--- config.mk ---
export PLATFORM = sky130hd
export DESIGN_NAME = push_arbiter_rr
export DESIGN_NICKNAME = d
export VERILOG_FILES = /design/src/rtl/push_arbiter_rr.sv
export SDC_FILE = /design/constraint.sdc
export NUM_CORES = 2
export LEC_CHECK = 0
export ABC_AREA = 1
export CORE_UTILIZATION = 45
export DETAILED_ROUTE_END_ITERATION = 8
export PLACE_DENSITY = 0.74
export SETUP_SLACK_MARGIN = 0.02
export SKIP_CTS_REPAIR_TIMING = 1
export SLEW_MARGIN = 20
export SYNTH_ARGS = -nofsm -noshare
export SYNTH_HDL_FRONTEND = slang
export SYNTH_SLANG_ARGS = --single-unit
export TNS_END_PERCENT = 30
--- constraint.sdc ---
create_clock -name clk -period 22.6 [get_ports clk]
set_clock_uncertainty 0.05 [all_clocks]
set_input_delay 4.52 -clock clk [delete_from_list [all_inputs] [get_ports clk]]
set_output_delay 4.52 -clock clk [all_outputs]
set_load 0.02 [all_outputs]
--- src/rtl/push_arbiter_rr.sv ---
// Merges NUM_CH push-only producers into one push stream. Each channel has its own
// small queue; grants are round-robin or fixed priority and respect downstream_full.
module push_arbiter_rr #(
    parameter int WIDTH     = 240,
    parameter int NUM_CH    = 2,
    parameter int LOG_DEPTH = 2,
    parameter int PRIO_MODE = 0
) (
    input  logic                    clk,
    input  logic                    rst_n,
    input  logic [NUM_CH*WIDTH-1:0] wrdata_in,
    input  logic [NUM_CH-1:0]       push_in,
    output logic [NUM_CH-1:0]       full_out,
    output logic [NUM_CH-1:0]       overflow,
    output logic [WIDTH-1:0]        wrdata_out,
    output logic                    push_out,
    output logic [2:0]              grant_id,
    input  logic                    downstream_full
);
    localparam int DEPTH = 1 << LOG_DEPTH;
    localparam logic [LOG_DEPTH:0] DEPTH_CNT = (LOG_DEPTH + 1)'(DEPTH);

    logic [WIDTH-1:0]     mem_r      [NUM_CH][DEPTH];
    logic [LOG_DEPTH-1:0] wr_ptr_r   [NUM_CH];
    logic [LOG_DEPTH-1:0] rd_ptr_r   [NUM_CH];
    logic [LOG_DEPTH:0]   count_r    [NUM_CH];
    logic [LOG_DEPTH:0]   count_nx_s [NUM_CH];
    logic [2:0]           rr_ptr_r;
    logic [NUM_CH-1:0]    push_ok_s;
    logic [NUM_CH-1:0]    pop_s;
    logic [7:0]           nonempty_s;
    logic                 grant_s;
    logic [2:0]           win_s;
    logic [2:0]           cand_s;
    logic [WIDTH-1:0]     rd_data_s;

    // (base + offset) mod NUM_CH, offset never exceeds NUM_CH-1
    function automatic logic [2:0] rr_index(input logic [2:0] base, input int offset);
        int sum;
        sum = int'(base) + offset;
        if (sum >= NUM_CH) begin
            sum = sum - NUM_CH;
        end else begin
            sum = sum;
        end
        return 3'(sum);
    endfunction

    // Per-channel accept, pop and next-count decode
    always_comb begin
        nonempty_s = 8'd0;
        push_ok_s  = '0;
        pop_s      = '0;
        for (int c = 0; c < NUM_CH; c++) begin
            nonempty_s[c] = (count_r[c] != '0);
            push_ok_s[c]  = push_in[c] & ~full_out[c];
            pop_s[c]      = grant_s & (win_s == 3'(c));
            count_nx_s[c] = count_r[c] + (LOG_DEPTH + 1)'(push_ok_s[c])
                                       - (LOG_DEPTH + 1)'(pop_s[c]);
        end
    end

    // Winner select: iterate from the lowest-preference slot so the preferred one is written last
    always_comb begin
        grant_s = 1'b0;
        win_s   = 3'd0;
        cand_s  = 3'd0;
        if (!downstream_full) begin
            for (int i = NUM_CH - 1; i >= 0; i--) begin
                cand_s = (PRIO_MODE == 1) ? 3'(i) : rr_index(rr_ptr_r, i);
                if (nonempty_s[cand_s]) begin
                    grant_s = 1'b1;
                    win_s   = cand_s;
                end else begin
                    grant_s = grant_s;
                    win_s   = win_s;
                end
            end
        end else begin
            grant_s = 1'b0;
            win_s   = 3'd0;
        end
    end

    // Head-of-queue mux for the winning channel
    always_comb begin
        rd_data_s = '0;
        for (int c = 0; c < NUM_CH; c++) begin
            if (win_s == 3'(c)) begin
                rd_data_s = mem_r[c][rd_ptr_r[c]];
            end else begin
                rd_data_s = rd_data_s;
            end
        end
    end

    // Queue storage, payload only, so it carries no reset
    always_ff @(posedge clk) begin
        for (int c = 0; c < NUM_CH; c++) begin
            if (push_ok_s[c]) begin
                mem_r[c][wr_ptr_r[c]] <= wrdata_in[c*WIDTH +: WIDTH];
            end
        end
    end

    // Queue pointers, occupancy, full and sticky overflow flags
    always_ff @(posedge clk or negedge rst_n) begin
        if (!rst_n) begin
            for (int c = 0; c < NUM_CH; c++) begin
                wr_ptr_r[c] <= '0;
                rd_ptr_r[c] <= '0;
                count_r[c]  <= '0;
            end
            full_out <= '0;
            overflow <= '0;
        end else begin
            for (int c = 0; c < NUM_CH; c++) begin
                if (push_ok_s[c]) begin
                    wr_ptr_r[c] <= wr_ptr_r[c] + LOG_DEPTH'(1);
                end
                if (pop_s[c]) begin
                    rd_ptr_r[c] <= rd_ptr_r[c] + LOG_DEPTH'(1);
                end
                count_r[c]  <= count_nx_s[c];
                full_out[c] <= (count_nx_s[c] == DEPTH_CNT);
                // A push into a full queue is lost even if that queue pops this cycle
                if (push_in[c] && full_out[c]) begin
                    overflow[c] <= 1'b1;
                end
            end
        end
    end

    // Registered merged output; rr_ptr_r holds the next slot to search from
    always_ff @(posedge clk or negedge rst_n) begin
        if (!rst_n) begin
            push_out   <= 1'b0;
            wrdata_out <= '0;
            grant_id   <= 3'd0;
            rr_ptr_r   <= 3'd0;
        end else if (grant_s) begin
            push_out   <= 1'b1;
            wrdata_out <= rd_data_s;
            grant_id   <= win_s;
            rr_ptr_r   <= rr_index(win_s, 1);
        end else begin
            push_out   <= 1'b0;
        end
    end
endmodule

# Word-level counts from Yosys, hierarchy flattened
# Memory sizes are Yosys's and may differ from the RTL's.
# Index checks and enable logic that the tools add are counted.
# word_totals
input_bits	485
ff_bits	265
mem_count	1
ramBits	1920
out_inout_bits	248
mem_bits_ro	0
latchBits	0
# op_classes
n_mul	0
div_mod_pow	0
n_lt_le_gt_ge	11
shifts	0
addsub	13
reduce_logical	7
n_mux	32
eq_ne	3
bitwise_logic	10
# mem_list
name	depth	width	rd	rd_clocked_by_memory_dff	write_ports	line_no	text
mem_r	2	960	2	0	2	23	logic [WIDTH-1:0] mem_r [NUM_CH][DEPTH];
# ops
cell	count
2-to-1 mux 240 bit	8
2-to-1 mux 960 bit	2
binary-select mux 240 bit (select 2 bit)	2
demux 240 bit (select 2 bit)	2
2-to-1 mux 3 bit	8
greater-or-equal comparator 3 bit (second input constant)	4
NOT 2 -> 3 bit	4
subtractor 3 x 2 -> 3 bit (second input constant)	3
adder 2 x 1 -> 2 bit (second input constant)	4
adder 3 x 1 -> 4 bit (second input constant)	2
greater-or-equal comparator 4 x 2 -> 1 bit (second input constant)	2
less-than comparator 3 x 4 -> 1 bit (second input constant)	2
2-to-1 mux 1 bit	8
adder 3 x 1 -> 3 bit	2
binary-select mux 1 bit (select 3 bit)	2
== test 3 bit (second input constant)	2
less-than comparator 3 x 1 -> 1 bit (second input constant)	2
nonzero test 3 bit	2
subtractor 3 x 1 -> 3 bit	2
AND 1 bit	4
logical AND 1 bit	4
== test 3 x 1 -> 1 bit (second input constant)	1
greater-or-equal comparator 3 x 2 -> 1 bit (second input constant)	1
logical NOT 3 bit	1
NOT 1 bit	2

# Depth between registers and ports, before layout
# logic_depth
word_depth	13
depth_mapped	23

# Worst setup path after synthesis
# Ideal clock, no wire load.
# synth_timing
path_kind	input-to-reg
startpoint	input push_in[0]
endpoint	memory mem_r[0][0] in the netlist's numbering (enable)
stages	2
path_slack_ps	7057
path_buffers	0
setup_ps	846
t_arrival_ps	14646
cell_sequence	nand2_1 -> nor2_1
# synth_lines
element	line_no	text
start, declared	12	input logic [NUM_CH-1:0] push_in,
end, declared	23	

==> results.cfg <==
[clock_tree]
clockBufferDepth = 3
cts.sinks = 2185
clkLatencyLatePin_ns = 0.88
numCtsBuffers = 212
cts.reportedPaths.clkPinSlew_ns = 0.06
cts_tree = done
h-tree-depth = 4
root_buffer = clkbuf_16

[synth]
synth_top_family_by_area = simple AND/OR/NAND/NOR gates
yosysWarnings = 0
synthDistinctLibCells = 31
synth_seq_cells = 2185
yosys.area_share.adder = 0.00342
synth-xor-area-share = 0.000619
yosys.area_share.simple = 0.124
synth_compound_area_frac = 0.0891
seq_area_frac_synth = 0.757
syn_area_sq_mm = 0.0849
netlist_instances = 6852
synthMuxAreaShare = 0
synth.avg_cell_area_sq_um = 12.4

[final_layout]
syn_to_final_growth_pct = 19.8
stdcell_area_sq_mm = 0.102
n_fill_cell = 15000
finish.utilization = 0.542
drive_gt1_frac = 0.0710
final_cells = 10200
nNetsFinal = 7956

[worst_setup_path]
crit_arrival_ns = 8.38
cp-end-kind = register
start_kind = input pin
crit_type = input pin to register
required_ns = 23.03
critPathMaxFanout = 43

[timing]
finalSetupViolations = 0
max_freq_mhz = 126
rsz0062_at_grt = no
finalHoldViolCount = 0
tns_ns = 0
period_share = 0.352
period_needed_ns = 7.95
whs_ns = 0.415
max-slew-margin-rel = 0.0425
tightest_slew_ns = 1.44
layout_setup_ws_ns = 14.65
maxSlewViolCount = 0

[pwr]
fin_total_pwr_mw = 13.5
cellPowerDensity_mw_per_mm2 = 133
vdd_drop_max_mv = 0.139
p_leak_nw = 36.6

[die]
start_util = 0.452
core-area_sq_mm = 0.188
dieArea_sq_mm = 0.190
die_h_um = 436
die_w_um = 436
num_io_pins = 733
rows = 159

[run]
max_cap_violations = 0

[route]
drc = 0
wl_met3_mm = 20.9
vias = 56400
viasPerCell = 5.53
postRouteWirelength_mm = 232
top_layer_used = met5
first_pass_iters = 5
dr_wl_met2_mm = 113
drt_iter0_drc = 5379
post_drt_wl_per_cell_um = 22.8
postRouteAntennaNets = 0
met1_length_mm = 88.1

[worst_hold_path]
hp-class = register to register

[place]
placed_cells = 9730
dpl_cell_area_sq_mm = 0.0942
dp_hpwl_mm = 133
place_congestion = 0.836
place_ws_ns = 13.78
portBuffers = 732

[global_route]
antenna_found_initial = 94
grt-ovfl-total = 0
grt_usage = 0.240
grt_pass1_vias = 54800
grt_max_degree = 228
grt_pass1_wl_mm = 345

[run_status]
status = finished clean
## registers in the layout, indices dropped and copies added (netlist names)
signal and flops:
count_r 6, overflow 2, wrdata_out 240, wr_ptr_r 4, grant_id 3, rd_ptr_r 4, mem_r 1920, full_out 2
rr_ptr_r 3, push_out 1
## per-layer routing
layer  track usage  up-vias
li1              -    25300
met1         0.297    28000
met2         0.394     2502
met3        0.0577      494
met4         0.115       58
met5             0        -
## power breakdown
part / total, mW / switching (mW) / internal [mW]
Combinational: 4.33 / 3.08 / 1.25
Clock: 3.61 / 1.53 / 2.09
Sequential: 5.58 / 0.289 / 5.29
Total: 13.5 / 4.89 / 8.63
## placed cells by master, fill, tap and decap left out, types with 35 or more instances in the layout
master           count
clkdlybuf4s50_1    731
o22ai_1            240
clkbuf_1            52
diode_2             67
clkbuf_8            46
nor2_1            1208
o21ai_1            244
buf_4               65
nand2_2            103
o21ai_0            958
inv_1               38
nand2_1           1378
edfxtp_1          1920
clkbuf_16          214
clkinv_2            35
dfrtp_1            262
## path summary, 6_finish.rpt
path                                         start                          end  slack, ns  cells past startpoint
max                                     push_in[0]      mem_r[0][757]$_DFFE_PP_      14.65                      6
min                        overflow[1]$_DFFE_PN0P_      overflow[1]$_DFFE_PN0P_       0.41                      1
max reg2reg                rr_ptr_r[1]$_DFFE_PN0N_  wrdata_out[153]$_DFFE_PN0N_      17.65                     17
min reg2reg                overflow[1]$_DFFE_PN0P_      overflow[1]$_DFFE_PN0P_       0.41                      1
max in group asynchronous                    rst_n   wrdata_out[27]$_DFFE_PN0N_      16.92                      3
min in group asynchronous                    rst_n      wr_ptr_r[2]$_DFFE_PN0P_       3.61                      1
## worst max-delay path: stages
cell and delay, ns:
clkdlybuf4s50_1 0.54, nand2_1 0.37, nor2_4 0.78, buf_4 0.67
buf_4 0.67, buf_4 0.70
## kinds of logic after synthesis
kind of cell,Yosys count
AOI/OAI and AO/OA,1449
xor gates and xnor gates,6
adders and majority gates,22
DFF,2185
buffers and inverters,473
other,2
and+or+nand+nor,2715
## synthesized netlist by cell type
library cell | number | area (sq um)
buf_6 | 1 | 11.3
buf_12 | 11 | 220
a21oi_2 | 1 | 8.76
nor2_1 | 1217 | 4570
clkbuf_1 | 209 | 785
nand3_1 | 7 | 35.0
a21o_1 | 2 | 15.0
nand2_1 | 1379 | 5180
nor2_2 | 1 | 6.26
o21ai_0 | 958 | 4790
edfxtp_1 | 1920 | 57700
dfrtp_1 | 265 | 6630
o21ai_1 | 244 | 1220
xor2_1 | 4 | 35.0
fa_1 | 2 | 40.0
conb_1 | 2 | 7.51
nand2_2 | 103 | 644
inv_1 | 38 | 143
buf_2 | 160 | 801
xnor2_1 | 2 | 17.5
a21oi_1 | 3 | 15.0
nor3b_1 | 3 | 22.5
o21bai_1 | 1 | 7.51
clkinv_1 | 1 | 3.75
ha_1 | 20 | 250
nand4_1 | 4 | 25.0
buf_4 | 5 | 37.5
o22ai_1 | 240 | 1500
nand3_2 | 1 | 10.0
buf_1 | 41 | 154
inv_2 | 7 | 26.3
## cell type report
type / instances / area [sq um] / share of cell area
Timing Repair Buffer: 809 / 8060 / 0.0793
Multi-Input combinational cell: 4195 / 18500 / 0.182
Antenna cell: 67 / 168 / 0.00165
Sequential cell: 2185 / 64300 / 0.633
Clock inverter: 92 / 1100 / 0.0108
Clock buffer: 312 / 6180 / 0.0608
Tap cell: 2495 / 3120 / 0.0307
Inverter: 46 / 203 / 0.00199
Power figures use the tool's default switching activity.
